<file path="src/rtl/battle_pkg.sv">
// -----------------------------------------------------------------------------
// battle_pkg
// Shared types and constants for the battle turn controller.
//   turn_state_t : controller states
//   LEAF..FIGHTING : 3-bit type codes understood by calc_hp
//   HP_W, STAT_W : HP and stat field widths
// -----------------------------------------------------------------------------
package battle_pkg;

   localparam int HP_W   = 6;
   localparam int STAT_W = 4;

   localparam logic [2:0] LEAF     = 3'd0;
   localparam logic [2:0] FIRE     = 3'd1;
   localparam logic [2:0] WATER    = 3'd2;
   localparam logic [2:0] THUNDER  = 3'd3;
   localparam logic [2:0] FLYING   = 3'd4;
   localparam logic [2:0] ROCK     = 3'd5;
   localparam logic [2:0] PSYCHIC  = 3'd6;
   localparam logic [2:0] FIGHTING = 3'd7;

   typedef enum logic [2:0] {
      ST_IDLE        = 3'd0,
      ST_PLAYER_WAIT = 3'd1,
      ST_PLAYER_HIT  = 3'd2,
      ST_ENEMY_WAIT  = 3'd3,
      ST_ENEMY_HIT   = 3'd4,
      ST_DONE        = 3'd5
   } turn_state_t;

endpackage

</file>
<file path="src/rtl/delay_counter.sv">
// -----------------------------------------------------------------------------
// delay_counter
// Loadable down-counter with a zero flag; times the enemy's thinking delay.
//   clk, Reset   : clock, synchronous active-high reset (count -> 0)
//   load_i       : load load_val_i (wins over dec_i)
//   load_val_i   : value to load
//   dec_i        : decrement by one; holds at zero rather than wrapping
//   zero_o       : count is zero
// -----------------------------------------------------------------------------
module delay_counter #(
   parameter int W = 5
)(
   input  logic         clk,
   input  logic         Reset,
   input  logic         load_i,
   input  logic [W-1:0] load_val_i,
   input  logic         dec_i,
   output logic         zero_o
);

   logic [W-1:0] cnt_q, cnt_d;

   always_comb begin
      cnt_d = cnt_q;
      if (load_i)
         cnt_d = load_val_i;
      else if (dec_i && (cnt_q != '0))
         cnt_d = cnt_q - W'(1);
   end

   always_ff @(posedge clk) begin
      if (Reset)
         cnt_q <= '0;
      else
         cnt_q <= cnt_d;
   end

   assign zero_o = (cnt_q == '0);

endmodule

</file>
<file path="src/rtl/battle_turn_ctrl.sv">
// -----------------------------------------------------------------------------
// battle_turn_ctrl
// Turn sequencer for a one-on-one battle. Holds both HP registers, alternates
// player and enemy strikes, drives the operand mux into the external calc_hp
// stage and commits its result into the defender's HP during HIT states.
//   clk, Reset                    : clock, synchronous active-high reset
//   start                         : (re)start a battle, any state
//   attack_btn                    : keyboard level; rising edge = player strike
//   p_atk/p_def/e_atk/e_def       : combatant stats
//   p_type/e_type                 : combatant type codes
//   hp_out, poke_faint            : result from calc_hp
//   attack_poke1, defense_poke2,
//   attackPokemon1type,
//   defensePokemon2type, hp_in    : operands to calc_hp
//   player_hp, enemy_hp           : registered HP
//   player_turn, battle_over      : state decodes
//   player_won                    : winner flag, valid while battle_over
// -----------------------------------------------------------------------------
module battle_turn_ctrl
   import battle_pkg::*;
#(
   parameter logic [HP_W-1:0] MAX_HP      = 6'd63,
   parameter int              ENEMY_DELAY = 24
)(
   input  logic              clk,
   input  logic              Reset,
   input  logic              start,
   input  logic              attack_btn,
   input  logic [STAT_W-1:0] p_atk,
   input  logic [STAT_W-1:0] p_def,
   input  logic [STAT_W-1:0] e_atk,
   input  logic [STAT_W-1:0] e_def,
   input  logic [2:0]        p_type,
   input  logic [2:0]        e_type,
   input  logic [HP_W-1:0]   hp_out,
   input  logic              poke_faint,
   output logic [STAT_W-1:0] attack_poke1,
   output logic [STAT_W-1:0] defense_poke2,
   output logic [2:0]        attackPokemon1type,
   output logic [2:0]        defensePokemon2type,
   output logic [HP_W-1:0]   hp_in,
   output logic [HP_W-1:0]   player_hp,
   output logic [HP_W-1:0]   enemy_hp,
   output logic              player_turn,
   output logic              battle_over,
   output logic              player_won
);

   localparam int CNT_W = (ENEMY_DELAY > 1) ? $clog2(ENEMY_DELAY) : 1;
   // Loading DELAY-1 and leaving on zero gives exactly DELAY wait cycles.
   localparam logic [CNT_W-1:0] CNT_LOAD = CNT_W'(ENEMY_DELAY - 1);

   turn_state_t     state_q, state_d;
   logic [HP_W-1:0] player_hp_q, player_hp_d;
   logic [HP_W-1:0] enemy_hp_q, enemy_hp_d;
   logic            won_q, won_d;
   logic            btn_q;
   logic            atk_edge;
   logic            cnt_load, cnt_dec, cnt_zero;

   assign atk_edge = attack_btn & ~btn_q;

   // State and datapath registers; Reset wins, so no HP commit on a HIT cycle.
   always_ff @(posedge clk) begin
      if (Reset) begin
         state_q     <= ST_IDLE;
         player_hp_q <= MAX_HP;
         enemy_hp_q  <= MAX_HP;
         won_q       <= 1'b0;
         btn_q       <= 1'b0;
      end else begin
         state_q     <= state_d;
         player_hp_q <= player_hp_d;
         enemy_hp_q  <= enemy_hp_d;
         won_q       <= won_d;
         btn_q       <= attack_btn;   // tracks in every state: held button never re-fires
      end
   end

   // Next-state logic; start overrides everything, including an attack edge.
   always_comb begin
      state_d = state_q;
      if (start) begin
         state_d = ST_PLAYER_WAIT;
      end else begin
         unique case (state_q)
            ST_IDLE:        state_d = ST_IDLE;
            ST_PLAYER_WAIT: if (atk_edge) state_d = ST_PLAYER_HIT;
            ST_PLAYER_HIT:  state_d = poke_faint ? ST_DONE : ST_ENEMY_WAIT;
            ST_ENEMY_WAIT:  if (cnt_zero) state_d = ST_ENEMY_HIT;
            ST_ENEMY_HIT:   state_d = poke_faint ? ST_DONE : ST_PLAYER_WAIT;
            ST_DONE:        state_d = ST_DONE;
            default:        state_d = ST_IDLE;
         endcase
      end
   end

   // HP / winner commit. calc_hp results are only taken in HIT states.
   always_comb begin
      player_hp_d = player_hp_q;
      enemy_hp_d  = enemy_hp_q;
      won_d       = won_q;
      cnt_load    = 1'b0;
      if (start) begin
         player_hp_d = MAX_HP;
         enemy_hp_d  = MAX_HP;
         won_d       = 1'b0;
      end else if (state_q == ST_PLAYER_HIT) begin
         enemy_hp_d = hp_out;
         if (poke_faint)
            won_d = 1'b1;
         else
            cnt_load = 1'b1;
      end else if (state_q == ST_ENEMY_HIT) begin
         player_hp_d = hp_out;
         if (poke_faint)
            won_d = 1'b0;
      end
   end

   assign cnt_dec = (state_q == ST_ENEMY_WAIT);

   delay_counter #(
      .W (CNT_W)
   ) u_enemy_delay (
      .clk        (clk),
      .Reset      (Reset),
      .load_i     (cnt_load),
      .load_val_i (CNT_LOAD),
      .dec_i      (cnt_dec),
      .zero_o     (cnt_zero)
   );

   // Output decode: operand mux defaults to player-attacks outside ENEMY_HIT.
   always_comb begin
      attack_poke1        = p_atk;
      defense_poke2       = e_def;
      attackPokemon1type  = p_type;
      defensePokemon2type = e_type;
      hp_in               = enemy_hp_q;
      if (state_q == ST_ENEMY_HIT) begin
         attack_poke1        = e_atk;
         defense_poke2       = p_def;
         attackPokemon1type  = e_type;
         defensePokemon2type = p_type;
         hp_in               = player_hp_q;
      end
      player_turn = (state_q == ST_PLAYER_WAIT);
      battle_over = (state_q == ST_DONE);
   end

   assign player_hp  = player_hp_q;
   assign enemy_hp   = enemy_hp_q;
   assign player_won = won_q;

endmodule

</file>
<file path="config.mk">
export PLATFORM = sky130hd
export DESIGN_NAME = battle_turn_ctrl
export DESIGN_NICKNAME = d
export VERILOG_FILES = /design/src/rtl/battle_pkg.sv /design/src/rtl/delay_counter.sv /design/src/rtl/battle_turn_ctrl.sv
export SDC_FILE = /design/constraint.sdc
export NUM_CORES = 1
export LEC_CHECK = 0
export BUFFER_PORTS_ARGS = -buffer_cell sky130_fd_sc_hd__buf_2
export CORE_MARGIN = 1.5
export CORE_UTILIZATION = 47
export DETAILED_ROUTE_END_ITERATION = 6
export MAX_ROUTING_LAYER = met4
export PLACE_DENSITY_LB_ADDON = 0.08
export SLEW_MARGIN = 5
export SYNTH_ARGS = -nofsm -noshare
export SYNTH_HDL_FRONTEND = slang
export SYNTH_SLANG_ARGS = --single-unit
</file>
<file path="constraint.sdc">
create_clock -name clk -period 3 [get_ports clk]
set_input_delay 0.3 -clock clk [delete_from_list [all_inputs] [get_ports clk]]
set_output_delay 0.3 -clock clk [all_outputs]
set_load 0.05 [all_outputs]
</file>
==> flow_metrics.tcl, run 1 <==
set metrics [dict create \
    synth-main-ff-cell "sky130_fd_sc_hd__dfxtp_1" \
    post_cts_resized 0 \
    hold_violations 0 \
    timing.final.max_slew_violations 0 \
    total_leakage_power_nw 0.847 \
    critical_path_peak_fanout 27 \
    worstSetupEndpointType "primary output" \
    syn_nets 220 \
    final_design_area_no_fill_um2 1600 \
    vias 1377 \
    proportion_of_synthesized_flip_flops_having_asynchronous_set_or_reset 0 \
    netlist_instances 186 \
    cts_tree "yes" \
    rsz0062_at_grt "false" \
    critical_path_top_delay_cell "sky130_fd_sc_hd__or3b_2" \
    power_density_nw_per_um2 344 \
    arrival_ns 1.99 \
    synth_seq_area_share 0.349 \
    finish.net_count 281 \
    irDropWorstVdd_uv 365 \
    holdWs_ns 0.212 \
    overflow 0 \
    outcome "complete, no violations" \
    drt_wl_total_um 3030 \
    buffer_ports.inserted 67 \
    synth.ff_latch_count 22 \
    postCtsHoldBufs 0 \
    worst_slew_pin_slew_ns 0.565 \
    post_drt_via_cell_ratio 5.01 \
    met3_use_gr 0.0574 \
    synth-warning-count 0 \
    maxClockFrequency_ghz 0.438 \
    ant_nets 0 \
    met1_usage 0.258 \
    rows 18 \
    clkLatencyLatePin_ns 0.30 \
    timing.final.setup_violations 0 \
    htree_num_levels 1 \
    mostFrequentLayoutCells "sky130_fd_sc_hd__nand2_1 (87), sky130_fd_sc_hd__buf_2 (67), sky130_fd_sc_hd__dfxtp_1 (22)" \
    global_route.usage.met2 0.355 \
    cp_data_required_time_ns 2.70 \
    placed_instance_area_um2 1580 \
    syn_area_per_cell_um2 6.78 \
    flow.area_growth_from_synthesis_pct 27.1 \
    critical_path.cell_chain "or3b_2, nand2_1, nand2_1, buf_2" \
    grt_start_max_net_pins 28 \
    drive_above_1_share 0.327 \
    slew-limit-headroom 0.618 \
    grt_pass1_wl_um 4540 \
    core_area_um2 2500 \
    die_outline_height_um 54.8 \
    grt_antenna_before_repair 0 \
    grt_util_all_layers 0.213 \
    most_common_cell_after_layout_fill_and_taps_aside "sky130_fd_sc_hd__nand2_1" \
    grt_pass1_vias 1095 \
    cts.repair_timing.setup_buffer_count 0 \
    globalRoute.busiestLayer "met2" \
    finalWeightedCongestion 0.706 \
    worst_hold_path_type "in -> reg" \
    fp.dieW_um 54.8 \
    post-route-period-util 0.762 \
    numCtsBuffers 3 \
    final_util 0.641 \
    reg_clk_slew_reported_paths_ns 0.12 \
    syn_area_um2 1260 \
    antennaDiodeCount 0 \
    drt_drc_violations_left 0 \
    clock_tree.root_cell "sky130_fd_sc_hd__clkbuf_4" \
    place.detailed.hpwl_um 2280 \
    cts.sinks 22 \
    routed_wire_length_per_instance_um 11.0 \
    synthDistinctLibCells 38 \
    critPathLaunchType "flop" \
    initial_core_util 0.505 \
    synth_edf_count 0 \
    setup_total_negative_slack_ns 0 \
    critPathKind "reg -> out" \
    dr.pass1.iters 4 \
    design.die.area_um2 3000 \
    detail_route.iter0.violations 21 \
    cts.path.max_buffers 2 \
    total_power_mw 0.551 \
    cap_violations 0 \
    skew_ns 0.00701 \
    critPathMostFrequentCell "sky130_fd_sc_hd__nand2_1" \
    period_minus_slack_ns 2.29 \
    design.portCount 68 \
    cpPeakStageDelay_ns 0.73 \
]
[path summary, 6_finish.rpt]
path	to	slack [ns]	startpoint	cells after the start
max	hp_in[5]	0.71	state_q[2]$_SDFFE_PP0P_	4
min	enemy_hp[5]$_SDFFE_PP1N_	0.21	hp_out[5]	3
max reg2reg	player_won$_SDFFE_PP0P_	1.31	state_q[2]$_SDFFE_PP0P_	3
min reg2reg	u_enemy_delay.cnt_q[4]$_SDFFE_PP0P_	0.48	u_enemy_delay.cnt_q[4]$_SDFFE_PP0P_	2
[cell usage after synthesis, drive strengths merged, types with 2 or more instances]
library cell	count	area (um^2)
clkbuf	3	11.3
a21oi	4	20.0
a21boi	2	15.0
o21ai	3	15.0
nor3b	4	40.0
or3b	2	17.5
nand2b	3	18.8
nor2b	4	25.0
nand2	87	327
buf	10	57.6
inv	6	22.5
dfxtp	22	440
nand3	16	80.1
[registers in the layout (all words and copies together), names as in the netlist]
signal and cells:
enemy_hp 6, player_hp 6, u_enemy_delay.cnt_q 5, state_q 3
btn_q 1, player_won 1
[report_power, final]
part           switching, mW  leakage (nW)  internal, mW  total, mW
Sequential           0.00542         0.178         0.295      0.301
Combinational         0.0803         0.654        0.0383      0.119
Clock                 0.0847        0.0138        0.0468      0.132
[per-stage QoR]
step / std cells / setup slack, ns
2_1_floorplan: 186 / 1.16
3_3_place_gp: 272 / 1.11
3_5_place_dp: 272 / 1.07
4_1_cts: 275 / 0.704
5_1_grt: 275 / 0.594
6_report: 275 / 0.715
[cells by family after synthesis]
logic type | share of synthesized area
buffers and inverters | 0.0724
flip-flops | 0.349
adder cells (fa/ha/maj) | 0.00992
AO/OA/AOI/OAI | 0.101
AND/OR/NAND/NOR | 0.467
[layout make-up]
cell class                      instances  area [um^2]
Fill cell                             277          897
Multi-Input combinational cell        145          729
Timing Repair Buffer                   69          350
Inverter                                6         22.5
Clock buffer                            3         22.5
Sequential cell                        22          440
Tap cell                               30         37.5
[metal layers]
layer / vias to the layer above / part of all wire
met3: 2 / 0.059
met1: 607 / 0.46
met4: 0 / 0.0046
li1: 727 / -
met5: - / 0
met2: 41 / 0.48
[critical path: cells and delay by family, from the launching register on]
family	cells	cell delay, ns
and+or+nand+nor	3	0.96
buffers and inverters	1	0.21
DFF	1	0.51
Note: power is estimated with default switching activity, not from simulation.
==> inputs of run 2 (changes only) <==
Settings changed: CORE_UTILIZATION 47 to 40.
Clock period 3 ns to 2.1 ns, I/O delays scaled along.
==> flow_metrics.tcl, run 2 (synthesized netlist as in run 1, its figures left out) <==
set metrics [dict create \
    detail_route.iter0.violations 56 \
    grt_util_all_layers 0.174 \
    clock_power_share 0.347 \
    antennaDiodeCount 0 \
    critPathLaunchType "flop" \
    initial_core_util 0.417 \
    share_comb_of_total_power 0.191 \
    cp_data_required_time_ns 1.89 \
    core_area_um2 3030 \
    outcome "complete, no violations" \
    finalWeightedCongestion 0.779 \
    timing.final.setup_violations 0 \
    drt_wl_total_um 2950 \
    end_of_the_worst_register_to_register_path "u_enemy_delay.cnt_q[3]$_SDFFE_PP0P_" \
    critPathKind "reg -> out" \
    setup.reg_to_reg.worst_slack_ns 0.46 \
    timing.final.max_slew_violations 0 \
    place.detailed.hpwl_um 2220 \
    clkLatencyLatePin_ns 0.31 \
    post_cts_resized 1 \
    cts.path.max_buffers 2 \
    fp.dieW_um 59.2 \
    met3_use_gr 0.0284 \
    flow.area_growth_from_synthesis_pct 32.2 \
    cts_tree "yes" \
    final_util 0.551 \
    timing.hold.worst_endpoint "player_hp[3]$_SDFFE_PP1P_" \
    global_route.usage.met2 0.290 \
    period_minus_slack_ns 1.93 \
    clock_tree.root_cell "sky130_fd_sc_hd__clkbuf_4" \
    irDropWorstVdd_uv 411 \
    rows 20 \
    grt_pass1_vias 1094 \
    arrival_ns 1.72 \
    drive_above_1_share 0.335 \
    drt_drc_violations_left 0 \
    hold_start "hp_out[3]" \
    setup_total_negative_slack_ns 0 \
    maxClockFrequency_ghz 0.519 \
    rsz0062_at_grt "false" \
    switching_share 0.271 \
    sequentialPowerShare 0.461 \
    worst_hold_path_type "in -> reg" \
    power_density_nw_per_um2 552 \
    hold_violations 0 \
    total_switching_power_mw 0.249 \
    skew_ns 0.0115 \
    routed_wire_length_per_instance_um 10.1 \
    overflow 0 \
    cts.sinks 22 \
    ant_nets 0 \
    worst_r2r_startpoint "u_enemy_delay.cnt_q[0]$_SDFFE_PP0P_" \
    timing.hold.worst_path_depth 3 \
    worstSetupEndpointType "primary output" \
    reg_clk_slew_reported_paths_ns 0.13 \
    cellInternalPower_mw 0.672 \
    htree_num_levels 1 \
    total_leakage_power_nw 0.873 \
    met1_usage 0.221 \
    buffer_ports.inserted 67 \
    numCtsBuffers 3 \
    vias 1370 \
    design.portCount 68 \
    finish.net_count 283 \
    design.die.area_um2 3500 \
    critical_path_peak_fanout 27 \
    grt_start_max_net_pins 28 \
    grt_pass1_wl_um 4710 \
    post_drt_via_cell_ratio 4.69 \
    globalRoute.busiestLayer "met2" \
    post-route-worst-setup-slack_ns 0.173 \
    worst_slew_pin_slew_ns 0.640 \
    slew-limit-headroom 0.567 \
    post-route-period-util 0.917 \
    cap_violations 0 \
    postCtsHoldBufs 0 \
    mostFrequentLayoutCells "sky130_fd_sc_hd__nand2_1 (87), sky130_fd_sc_hd__buf_2 (67), sky130_fd_sc_hd__dfxtp_1 (22)" \
    most_common_cell_after_layout_fill_and_taps_aside "sky130_fd_sc_hd__nand2_1" \
    cts.repair_timing.setup_buffer_count 0 \
    r2r.worst_path.cells 5 \
    dr.pass1.iters 4 \
    grt_antenna_before_repair 0 \
    die_outline_height_um 59.2 \
    placement_setup_slack_ns 0.279 \
]
## run 2: cell count changes in the layout (fill, tap and decap cells not counted)
cell / before / now
sky130_fd_sc_hd__or3b_2: 2 / 1
sky130_fd_sc_hd__buf_4: 2 / 4
sky130_fd_sc_hd__bufinv_16: 0 / 1
sky130_fd_sc_hd__or3b_4: 0 / 1
## run 2: area by class of cell
cell class,instances,area [um^2]
inverter,6,22.5
sequential,22,440
multi-input combinational,145,732
clock inverter,1,30.0
tap,44,55.1
timing repair buffer,71,365
fill,315,1360
clock buffer,3,22.5
## run 2: through the flow
| step | total power, mW | instance area, um^2 | std cells | hold slack [ns] |
|---|---|---|---|---|
| after CTS | 0.932 | 1670 | 292 | 0.109 |
| final | 0.921 | 1670 | 292 | 0.114 |
| after global placement | 0.611 | 1610 | 288 | 0.436 |
| after global routing | 0.961 | 1670 | 292 | 0.111 |
| after floorplan | 0.552 | 1260 | 186 | 0.333 |
| after detailed placement | 0.611 | 1610 | 288 | 0.436 |
## run 2: worst max-delay path by stage
stage / start / to / slack, ns
final: state_q[2]$_SDFFE_PP0P_ / attack_poke1[0] / 0.17
after global routing: state_q[2]$_SDFFE_PP0P_ / attackPokemon1type[1] / 0.003
after CTS: state_q[2]$_SDFFE_PP0P_ / attackPokemon1type[2] / 0.15
after detailed placement: state_q[2]$_SDFFE_PP0P_ / attackPokemon1type[2] / 0.28
after global placement: state_q[2]$_SDFFE_PP0P_ / attackPokemon1type[1] / 0.31
after floorplan: state_q[2]$_SDFFE_PP0P_ / hp_in[0] / 0.35
## run 2: routing by layer
layer / routed length (um) / vias up
met3: 175 / 4
met4: 20 / 0
met5: 0 / -
met2: 1310 / 42
met1: 1440 / 592
li1: - / 732
## run 2: power groups by stage
stage | sequential, mW | clock (mW) | combinational, mW
2_1_floorplan | 0.438 | 0 | 0.114
3_3_place_gp | 0.434 | 0 | 0.177
3_5_place_dp | 0.434 | 0 | 0.177
4_1_cts | 0.425 | 0.329 | 0.178
5_1_grt | 0.426 | 0.344 | 0.190
6_report | 0.425 | 0.320 | 0.176
## run 2: worst max-delay path, cell delays in order (launching register included)
cell,delay [ns]
sky130_fd_sc_hd__dfxtp_1,0.49
sky130_fd_sc_hd__or3b_4,0.56
sky130_fd_sc_hd__nand2_1,0.12
sky130_fd_sc_hd__nand2_1,0.05
sky130_fd_sc_hd__buf_2,0.20
==> inputs of run 3 (changes only) <==
Settings changed: CORE_UTILIZATION 40 to 44, REMOVE_ABC_BUFFERS set to 1.
Clock period 2.1 ns to 1.8 ns, I/O delays scaled along.
==> flow_metrics.tcl, run 3 (synthesized netlist as in run 1, its figures left out) <==
set metrics [dict create \
    outcome "complete, no violations" \
    endpoint "defense_poke2[2]" \
    grt_antenna_before_repair 0 \
    arrival_ns 1.61 \
    cts.sinks 22 \
    cellInternalPower_mw 0.718 \
    finalWeightedCongestion 0.772 \
    cp_data_required_time_ns 1.62 \
    clkLatencyLatePin_ns 0.30 \
    rsz0062_at_grt "true" \
    core_area_um2 2730 \
    rows 19 \
    vias 1493 \
    design.portCount 68 \
    routed_wire_length_per_instance_um 12.8 \
    post-route-period-util 0.994 \
    switching_share 0.301 \
    sequentialPowerShare 0.484 \
    drive_above_1_share 0.445 \
    placement_setup_slack_ns 0.200 \
    clock_power_share 0.266 \
    finish.net_count 298 \
    setup_total_negative_slack_ns 0 \
    period_minus_slack_ns 1.79 \
    numCtsBuffers 3 \
    htree_num_levels 1 \
    holdWs_ns 0.0888 \
    drt_wl_total_um 3780 \
    fp.dieW_um 56.5 \
    worst_slew_pin_slew_ns 0.515 \
    ant_nets 0 \
    multi_input_comb_area_um2 788 \
    final_design_area_no_fill_um2 1980 \
    reg_clk_slew_reported_paths_ns 0.12 \
    most_common_cell_after_layout_fill_and_taps_aside "sky130_fd_sc_hd__nand2_1" \
    irDropWorstVdd_uv 406 \
    cap_violations 0 \
    timing.final.max_slew_violations 0 \
    overflow 0 \
    placed_instance_area_um2 1610 \
    drt_drc_violations_left 0 \
    clock_tree.root_cell "sky130_fd_sc_hd__clkbuf_4" \
    total_leakage_power_nw 1.04 \
    mostFrequentLayoutCells "sky130_fd_sc_hd__nand2_1 (71), sky130_fd_sc_hd__buf_2 (47), sky130_fd_sc_hd__dfxtp_1 (19)" \
    skew_ns 0.00127 \
    design.die.area_um2 3200 \
    worstSetupEndpointType "primary output" \
    grt_pass1_wl_um 4870 \
    die_outline_height_um 56.5 \
    share_comb_of_total_power 0.250 \
    total_switching_power_mw 0.309 \
    final_util 0.725 \
    critical_path_peak_fanout 10 \
    critPathLaunchType "flop" \
    cp-startpoint "state_q[2]$_SDFFE_PP0P_" \
    timing.hold.worst_path_depth 3 \
    worst_r2r_startpoint "u_enemy_delay.cnt_q[0]$_SDFFE_PP0P_" \
    post_drt_via_cell_ratio 5.08 \
    final_cells 294 \
    place.detailed.hpwl_um 2240 \
    power_density_nw_per_um2 518 \
    r2r.worst_path.cells 5 \
    detail_route.iter0.violations 34 \
    cell_count_after_placement 277 \
    initial_core_util 0.461 \
    buffer_ports.inserted 67 \
    cts_tree "yes" \
    setup.reg_to_reg.worst_slack_ns 0.18 \
    critPathKind "reg -> out" \
    grt_pass1_vias 1135 \
    fill_cells 224 \
    antennaDiodeCount 0 \
    end_of_the_worst_register_to_register_path "u_enemy_delay.cnt_q[3]$_SDFFE_PP0P_" \
    grt_util_all_layers 0.192 \
    flow.area_growth_from_synthesis_pct 57.2 \
    hold_violations 0 \
    cts.path.max_buffers 2 \
    timing.final.setup_violations 0 \
    grt_start_max_net_pins 28 \
    slew-limit-headroom 0.652 \
    layout.area.seq_um2 444 \
    dr.pass1.iters 4 \
    total_power_mw 1.03 \
    post-route-worst-setup-slack_ns 0.0107 \
    maxClockFrequency_ghz 0.559 \
    worst_hold_path_type "in -> reg" \
]
-- run 3: power groups by stage --
| stage | logic [mW] | registers, mW | clock network [mW] |
|---|---|---|---|
| detailed placement | 0.208 | 0.506 | 0 |
| floorplan | 0.122 | 0.515 | 0 |
| global route | 0.271 | 0.497 | 0.301 |
| CTS | 0.222 | 0.496 | 0.284 |
| global placement | 0.208 | 0.506 | 0 |
| finish | 0.257 | 0.497 | 0.273 |
-- run 3: layout make-up --
class | instances | area share
tap | 31 | 0.0196
sequential | 22 | 0.224
inverter | 6 | 0.0114
timing repair buffer | 86 | 0.329
multi-input combinational | 145 | 0.397
clock buffer | 4 | 0.0183
-- run 3: worst min-delay path by stage --
stage,slack [ns],endpoint,start
3_3_place_gp,0.41,enemy_hp[5]$_SDFFE_PP1N_,hp_out[5]
2_1_floorplan,0.25,state_q[0]$_SDFFE_PP0P_,Reset
5_1_grt,0.09,enemy_hp[3]$_SDFFE_PP1N_,hp_out[3]
4_1_cts,0.08,player_hp[5]$_SDFFE_PP1P_,hp_out[5]
3_5_place_dp,0.41,player_hp[2]$_SDFFE_PP1P_,hp_out[2]
6_report,0.09,player_hp[3]$_SDFFE_PP1P_,hp_out[3]
-- run 3: per-layer routing --
metal / up-vias / wire, um / global-route usage
met1: 693 / 1650 / 0.244
li1: 765 / - / -
met3: 4 / 118 / 0.0207
met5: - / 0 / -
met2: 31 / 1970 / 0.321
met4: 0 / 29 / 0.0612
-- run 3: worst max-delay path: stages (launching register included) --
cell and delay (ns):
sky130_fd_sc_hd__dfxtp_2 0.35, sky130_fd_sc_hd__buf_6 0.13, sky130_fd_sc_hd__nor3b_4 0.25, sky130_fd_sc_hd__buf_4 0.16, sky130_fd_sc_hd__buf_12 0.13, sky130_fd_sc_hd__nand2_2 0.06, sky130_fd_sc_hd__nand2_2 0.08, sky130_fd_sc_hd__buf_8 0.14
-- run 3: timing repair --
action | in CTS | in global routing
gates cloned | 0 | 2
hold endpoints to repair | 0 | 0
pin swaps | 0 | 8
setup endpoints to repair | 20 | 20
hold buffers | 0 | 0
gates resized for setup | 22 | 60
setup buffers | 0 | 11
